--- src/rtl/ip_io_bus_pkg.sv ---
// ip_io_bus_pkg
//   Shared definitions for the I/O bus hub: the FSM state encoding and the
//   per-device address match function used by the decoder.
package ip_io_bus_pkg;

  // Widest I/O address the match helper handles. Narrower addresses are
  // zero-extended by the caller. Zero-extended mask bits are 0, so the
  // extra upper bits are never compared.
  localparam int ADDR_MAX = 16;

  typedef enum logic [1:0] {
    ST_IDLE   = 2'd0,
    ST_REQ    = 2'd1,
    ST_RDWAIT = 2'd2,
    ST_RESP   = 2'd3
  } hub_state_e;

  // A device matches when every address bit selected by its mask equals
  // the corresponding bit of its base.
  function automatic logic addr_match(input logic [ADDR_MAX-1:0] addr,
                                      input logic [ADDR_MAX-1:0] base,
                                      input logic [ADDR_MAX-1:0] mask);
    return ((addr ^ base) & mask) == '0;
  endfunction

endpackage

--- src/rtl/ip_io_bus_decoder.sv ---
// ip_io_bus_decoder
//   Combinational address decoder. When several devices match, the lowest
//   index wins.
// Ports:
//   addr_i  in   ADDR_W  address to decode
//   sel_o   out  N_DEV   one-hot select of the winning device (0 on miss)
//   hit_o   out  1       at least one device matched
module ip_io_bus_decoder
  import ip_io_bus_pkg::*;
#(
  parameter int                      N_DEV    = 2,
  parameter int                      ADDR_W   = 8,
  parameter logic [N_DEV*ADDR_W-1:0] DEV_BASE = {N_DEV{8'h98}},
  parameter logic [N_DEV*ADDR_W-1:0] DEV_MASK = {N_DEV{8'hFC}}
) (
  input  logic [ADDR_W-1:0] addr_i,
  output logic [N_DEV-1:0]  sel_o,
  output logic              hit_o
);

  // Scan from the highest index down so that a lower-index match
  // overwrites any higher one.
  always_comb begin
    sel_o = '0;
    hit_o = 1'b0;
    for (int k = N_DEV - 1; k >= 0; k--) begin
      if (addr_match(ADDR_MAX'(addr_i),
                     ADDR_MAX'(DEV_BASE[k*ADDR_W +: ADDR_W]),
                     ADDR_MAX'(DEV_MASK[k*ADDR_W +: ADDR_W]))) begin
        sel_o    = '0;
        sel_o[k] = 1'b1;
        hit_o    = 1'b1;
      end
    end
  end

endmodule

--- src/rtl/ip_io_bus_hub.sv ---
// ip_io_bus_hub
//   Hub between the slot-bus bridge and up to eight I/O peripherals.
//   Decodes each upstream I/O transaction to one device, forwards it with a
//   registered request, returns read data (or DEFAULT_RDATA on unmapped
//   reads and timeouts), and ANDs the device interrupts.
// Ports:
//   clk, reset_n                 clock, asynchronous active-low reset
//   bus_*                        upstream request / response
//   dev_address/ioreq/write/wdata shared downstream request fields
//   dev_valid, dev_ready         per-device request handshake
//   dev_rdata, dev_rdata_en      per-device read data and strobe
//   dev_int_n, int_n             device interrupts in, registered AND out
//   timeout_flag, timeout_clear  sticky timeout indication and its clear
//   dbg_state                    current FSM state (hub_state_e encoding)
//
// Handshake: upstream, a request transfers on a cycle where bus_valid and
// bus_ready are both high; bus_ready is high only in IDLE. Downstream,
// dev_valid[k] and all dev_* fields are held stable until a cycle where
// dev_ready[k] is high (that cycle completes the transfer) or the timeout
// expires. Read data is returned by a one-cycle dev_rdata_en[k] strobe on
// or after the accepting cycle, and upstream by a one-cycle bus_rdata_en.
module ip_io_bus_hub
  import ip_io_bus_pkg::*;
#(
  parameter int                      N_DEV         = 2,
  parameter int                      ADDR_W        = 8,
  parameter logic [N_DEV*ADDR_W-1:0] DEV_BASE      = {N_DEV{8'h98}},
  parameter logic [N_DEV*ADDR_W-1:0] DEV_MASK      = {N_DEV{8'hFC}},
  parameter int                      TIMEOUT       = 255,
  parameter logic [7:0]              DEFAULT_RDATA = 8'hFF
) (
  input  logic                 clk,
  input  logic                 reset_n,
  input  logic [ADDR_W-1:0]    bus_address,
  input  logic                 bus_ioreq,
  input  logic                 bus_write,
  input  logic                 bus_valid,
  output logic                 bus_ready,
  input  logic [7:0]           bus_wdata,
  output logic [7:0]           bus_rdata,
  output logic                 bus_rdata_en,
  output logic [ADDR_W-1:0]    dev_address,
  output logic                 dev_ioreq,
  output logic                 dev_write,
  output logic [7:0]           dev_wdata,
  output logic [N_DEV-1:0]     dev_valid,
  input  logic [N_DEV-1:0]     dev_ready,
  input  logic [N_DEV*8-1:0]   dev_rdata,
  input  logic [N_DEV-1:0]     dev_rdata_en,
  input  logic [N_DEV-1:0]     dev_int_n,
  output logic                 int_n,
  output logic                 timeout_flag,
  input  logic                 timeout_clear,
  output logic [1:0]           dbg_state
);

  // With TIMEOUT=0 the counter is unused; keep it one bit wide.
  localparam int CNT_W = (TIMEOUT > 0) ? $clog2(TIMEOUT + 1) : 1;

  hub_state_e state_q, state_d;

  logic [ADDR_W-1:0] addr_q;
  logic              ioreq_q;
  logic              write_q;
  logic [7:0]        wdata_q;
  logic [N_DEV-1:0]  sel_q;
  logic [N_DEV-1:0]  dev_valid_q;
  logic [7:0]        rdata_q;
  logic [CNT_W-1:0]  cnt_q, cnt_d;
  logic              tmo_flag_q;
  logic              int_n_q;

  logic [N_DEV-1:0]  dec_sel;
  logic              dec_hit;
  logic              accept;
  logic              ready_sel;
  logic              ren_sel;
  logic [7:0]        rdata_sel;
  logic [CNT_W:0]    cnt_inc;
  logic              expire;
  logic              tmo_evt;

  ip_io_bus_decoder #(
    .N_DEV    (N_DEV),
    .ADDR_W   (ADDR_W),
    .DEV_BASE (DEV_BASE),
    .DEV_MASK (DEV_MASK)
  ) u_decoder (
    .addr_i (bus_address),
    .sel_o  (dec_sel),
    .hit_o  (dec_hit)
  );

  assign accept    = (state_q == ST_IDLE) && bus_valid;
  // Responses from devices other than the selected one are masked off here.
  assign ready_sel = |(dev_ready & sel_q);
  assign ren_sel   = |(dev_rdata_en & sel_q);

  always_comb begin
    rdata_sel = '0;
    for (int k = 0; k < N_DEV; k++) begin
      if (sel_q[k]) rdata_sel = dev_rdata[k*8 +: 8];
    end
  end

  // Timeout counter: zero outside REQ/RDWAIT, so it is zero on entry to REQ.
  // "expire" is the cycle in which the count reaches TIMEOUT; the counter
  // saturates there so a read accepted on the expiry cycle times out on the
  // next RDWAIT cycle without a data strobe.
  always_comb begin
    cnt_inc = {1'b0, cnt_q} + (CNT_W + 1)'(1);
    expire  = (TIMEOUT != 0) && (cnt_inc >= (CNT_W + 1)'(TIMEOUT));
    cnt_d   = '0;
    if ((state_q == ST_REQ) || (state_q == ST_RDWAIT)) begin
      cnt_d = expire ? CNT_W'(TIMEOUT) : cnt_inc[CNT_W-1:0];
    end
  end

  // A device response in the expiry cycle takes precedence over the timeout.
  assign tmo_evt = expire &&
                   (((state_q == ST_REQ) && !ready_sel) ||
                    ((state_q == ST_RDWAIT) && !ren_sel));

  // FSM: state register
  always_ff @(posedge clk or negedge reset_n) begin
    if (!reset_n) state_q <= ST_IDLE;
    else          state_q <= state_d;
  end

  // FSM: next state
  always_comb begin
    state_d = state_q;
    unique case (state_q)
      ST_IDLE: begin
        if (bus_valid) begin
          if (dec_hit)         state_d = ST_REQ;
          else if (!bus_write) state_d = ST_RESP;
        end
      end
      ST_REQ: begin
        if (ready_sel) begin
          if (write_q)      state_d = ST_IDLE;
          else if (ren_sel) state_d = ST_RESP;
          else              state_d = ST_RDWAIT;
        end else if (expire) begin
          state_d = write_q ? ST_IDLE : ST_RESP;
        end
      end
      ST_RDWAIT: begin
        if (ren_sel || expire) state_d = ST_RESP;
      end
      ST_RESP: state_d = ST_IDLE;
      default: state_d = ST_IDLE;
    endcase
  end

  // FSM: outputs
  always_comb begin
    bus_ready    = (state_q == ST_IDLE);
    bus_rdata_en = (state_q == ST_RESP);
    dbg_state    = state_q;
  end

  // Request latches, downstream valid, read capture, timeout, interrupt.
  always_ff @(posedge clk or negedge reset_n) begin
    if (!reset_n) begin
      addr_q      <= '0;
      ioreq_q     <= 1'b0;
      write_q     <= 1'b0;
      wdata_q     <= '0;
      sel_q       <= '0;
      dev_valid_q <= '0;
      rdata_q     <= DEFAULT_RDATA;
      cnt_q       <= '0;
      tmo_flag_q  <= 1'b0;
      int_n_q     <= 1'b1;
    end else begin
      cnt_q   <= cnt_d;
      int_n_q <= &dev_int_n;

      if (accept) begin
        addr_q  <= bus_address;
        ioreq_q <= bus_ioreq;
        write_q <= bus_write;
        wdata_q <= bus_wdata;
        sel_q   <= dec_sel;
        if (dec_hit)         dev_valid_q <= dec_sel;
        else if (!bus_write) rdata_q     <= DEFAULT_RDATA;
      end

      if (state_q == ST_REQ) begin
        if (ready_sel || expire) dev_valid_q <= '0;
        if (ready_sel && ren_sel && !write_q) rdata_q <= rdata_sel;
      end

      if ((state_q == ST_RDWAIT) && ren_sel) rdata_q <= rdata_sel;

      if (tmo_evt && !write_q) rdata_q <= DEFAULT_RDATA;

      // Set has priority over clear.
      if (tmo_evt)            tmo_flag_q <= 1'b1;
      else if (timeout_clear) tmo_flag_q <= 1'b0;
    end
  end

  assign dev_address  = addr_q;
  assign dev_ioreq    = ioreq_q;
  assign dev_write    = write_q;
  assign dev_wdata    = wdata_q;
  assign dev_valid    = dev_valid_q;
  assign bus_rdata    = rdata_q;
  assign int_n        = int_n_q;
  assign timeout_flag = tmo_flag_q;

endmodule

--- config.mk ---
export PLATFORM = sky130hd
export DESIGN_NAME = ip_io_bus_hub
export DESIGN_NICKNAME = d
export VERILOG_FILES = /design/src/rtl/ip_io_bus_pkg.sv /design/src/rtl/ip_io_bus_decoder.sv /design/src/rtl/ip_io_bus_hub.sv
export SDC_FILE = /design/constraint.sdc
export NUM_CORES = 1
export LEC_CHECK = 0
export ABC_AREA = 1
export CORE_MARGIN = 2
export CORE_UTILIZATION = 27
export CTS_CLUSTER_DIAMETER = 30
export DETAILED_ROUTE_END_ITERATION = 16
export MAX_ROUTING_LAYER = met4
export SLEW_MARGIN = 15
export SYNTH_ARGS = -nofsm -noshare
export SYNTH_HDL_FRONTEND = slang
export SYNTH_SLANG_ARGS = --single-unit
--- constraint.sdc ---
create_clock -name clk -period 3.8 [get_ports clk]
set_clock_uncertainty 0.05 [all_clocks]
set_input_delay 0.38 -clock clk [delete_from_list [all_inputs] [get_ports clk]]
set_output_delay 0.38 -clock clk [all_outputs]
set_load 0.02 [all_outputs]
==> impl_metrics.tcl <==
set metrics [dict create \
    path_depth 3 \
    r2r_end "dev_valid[0]" \
    worstMarginPinSlew_ns 0.912 \
    cp_num_buf_inv 2 \
    dp.cells 367 \
    grt_pass1_vias 1708 \
    cts-root-buf "clkbuf_8" \
    drtAntennaViolNets 0 \
    layout.cells.non_filler 375 \
    h-tree-depth 2 \
    worstRegToRegCells 8 \
    hold_buffers 0 \
    ys_ff_latch 41 \
    die_x_um 87.5 \
    clockBufferDepth 2 \
    place_hpwl_um 3440 \
    yosys_warnings 0 \
    cts_buffers 5 \
    drv_cap 0 \
    max_freq_mhz 453 \
    crit_chain "inv_1 > ha_1 > clkdlybuf4s50_1" \
    power_density_mw_per_mm2 675 \
    dieArea_mm2 0.00766 \
    ir_drop_v 0.000285 \
    gp_congestion 0.820 \
    seq_area_frac_synth 0.550 \
    crit_path_start_kind "register" \
    dr.pass1.iters 4 \
    syn_to_final_growth_pct 46.4 \
    status "complete, no violations" \
    worstPathRequired_ns 3.37 \
    overflow 0 \
    setup_viol 0 \
    synth.net_count 272 \
    cts_resized 0 \
    grtUsageTotal 0.133 \
    clock-sinks 41 \
    end_kind "output port" \
    cts_tree "done" \
    ios 78 \
    period_share 0.581 \
    setup_tns_ns 0 \
    clk_pin_slew_ns 0.10 \
    crit_arrival_ns 1.78 \
    cp_max_fo 5 \
    port_buffers 67 \
    grt_max_degree 42 \
    worst-setup-path-type "reg -> out" \
    crit_start "dbg_state[0]" \
    cp_slowest_cell "clkdlybuf4s50_1" \
    drive_above_1_share 0.0847 \
    syn_inst 222 \
    route.vias.total 1639 \
    cp_top_family "buffers and inverters" \
    worst_hold_path_type "in -> async" \
    syn-cell-area_mm2 0.00188 \
    slew_headroom 0.392 \
    fillers 719 \
    yosys.area.top_type_share 0.425 \
    die_y_um 87.5 \
    clk_latency_ns 0.30 \
    grt_pass1_wl_um 7760 \
    synth.avg_cell_area_um2 8.49 \
    maxSlewViolCount 0 \
    post_cts_buffers 0 \
    hold_violations 0 \
    drc 0 \
    r2r-start "dbg_state[0]" \
    cp-endpoint "bus_ready" \
    min_period_ns 2.21 \
    setup_ws_ns 1.59 \
    diodes 0 \
    synth_area_leaders "dfrtp_1, nand2_1, dfstp_2" \
    post-place-ws_ns 1.67 \
    avgRoutedWirePerCell_um 12.4 \
    antenna_found_initial 0 \
    yosysTopAreaCell "dfrtp_1" \
    start_util 0.279 \
    r2r_setup_slack_ns 1.75 \
    totalWireLength_um 4660 \
    hold_slack_ns 0.156 \
    leakagePower_nw 1.35 \
    slowest_delay_ns 0.64 \
    nets 344 \
    drtIter0Drc 78 \
    core_area_mm2 0.00676 \
    synth_cell_types 21 \
    rsz0062_at_grt "false" \
    num_rows 30 \
    viasPerCell 4.37 \
]
## per-stage QoR
step                total power, mW  utilization  cell area, um^2
floorplan                      1.12            -             1880
global placement               1.50        0.392             2650
detailed placement             1.51        0.392             2650
CTS                            1.88        0.408             2760
global route                   2.00        0.408             2760
finish                         1.86        0.408             2760
## per-layer routing
metal,share of wire,wire (um),track usage
met1,0.47,2170,0.163
met2,0.46,2160,0.211
met3,0.062,288,0.0481
met4,0.0073,34,0.0294
met5,0,0,-
## state kept, by name, summed over array words and instances (netlist names)
name / cells
bus_rdata: 8
cnt_q: 8
dbg_state: 2
dev_address: 8
dev_ioreq: 1
dev_valid: 2
dev_wdata: 8
dev_write: 1
int_n: 1
sel_q: 1
timeout_flag: 1
## placed cells by master, fill, tap and decap left out
master,netlist,layout
inv_6,0,1
nand3_2,1,1
a21oi_1,5,5
buf_2,0,1
buf_4,0,1
nor2_2,2,2
o21bai_1,2,2
bufinv_16,0,1
clkdlybuf4s50_1,0,66
dfstp_2,9,9
ha_1,6,6
o22ai_1,8,8
inv_1,25,25
clkbuf_8,0,5
clkinv_2,0,1
o21ai_0,10,10
nor2_1,10,10
nand2_2,2,2
nand3_1,11,11
xnor2_1,1,1
o31ai_1,1,1
xor2_1,2,2
a31oi_1,1,1
nand2_1,89,89
dfrtp_1,32,32
a21boi_0,1,1
nand3_4,1,1
## logic make-up (layout without fill, tap and decap cells)
group / after synthesis / after routing / share of synthesized area
buf+inv: 28 / 101 / 0.0558
fa+ha+maj: 6 / 6 / 0.0398
simple gates: 116 / 116 / 0.254
compound gates: 28 / 28 / 0.0857
flops: 41 / 41 / 0.550
xor+xnor: 3 / 3 / 0.0139
## worst reg2reg max path: stages (launching register included)
cell	delay, ns
dfrtp_1	0.43
inv_1	0.14
ha_1	0.27
nand2_1	0.08
buf_4	0.21
inv_1	0.37
nand2_1	0.17
nand2_1	0.08
a21boi_0	0.18
## worst min-delay path by stage
stage / startpoint / to / slack [ns] / cells past startpoint
6_report: reset_n / dev_address[4] / 0.16 / 1
5_1_grt: reset_n / dev_wdata[1] / 0.23 / 1
4_1_cts: reset_n / dev_wdata[6] / 0.20 / 1
3_5_place_dp: dev_wdata[6] / dev_wdata[6] / 0.41 / 2
3_3_place_gp: dev_address[0] / dev_address[0] / 0.41 / 2
2_1_floorplan: reset_n / cnt_q[0] / 0.03 / 0
## report_power, final
part / total [mW] / internal, mW / switching (mW)
Combinational: 0.842 / 0.369 / 0.472
Clock: 0.365 / 0.197 / 0.168
Sequential: 0.654 / 0.571 / 0.0839
## cell type report
class / instances / area [um^2] / area share
Clock buffer: 5 / 68.8 / 0.0249
Clock inverter: 3 / 43.8 / 0.0159
Inverter: 25 / 93.8 / 0.0340
Multi-Input combinational cell: 153 / 742 / 0.269
Sequential cell: 41 / 1040 / 0.376
Tap cell: 80 / 100 / 0.0363
Timing Repair Buffer: 68 / 673 / 0.244
## synth_stat cells
library cell / count
o31ai_1: 1
xor2_1: 2
dfstp_2: 9
dfrtp_1: 32
ha_1: 6
nand2_2: 2
nand3_1: 11
o21bai_1: 2
a31oi_1: 1
nor2_1: 10
nand3_4: 1
nand3_2: 1
nand2_1: 89
o22ai_1: 8
inv_1: 25
a21boi_0: 1
a21oi_1: 5
o21ai_0: 10
xnor2_1: 1
clkbuf_1: 3
nor2_2: 2
Note: power is estimated with default switching activity, not from simulation.
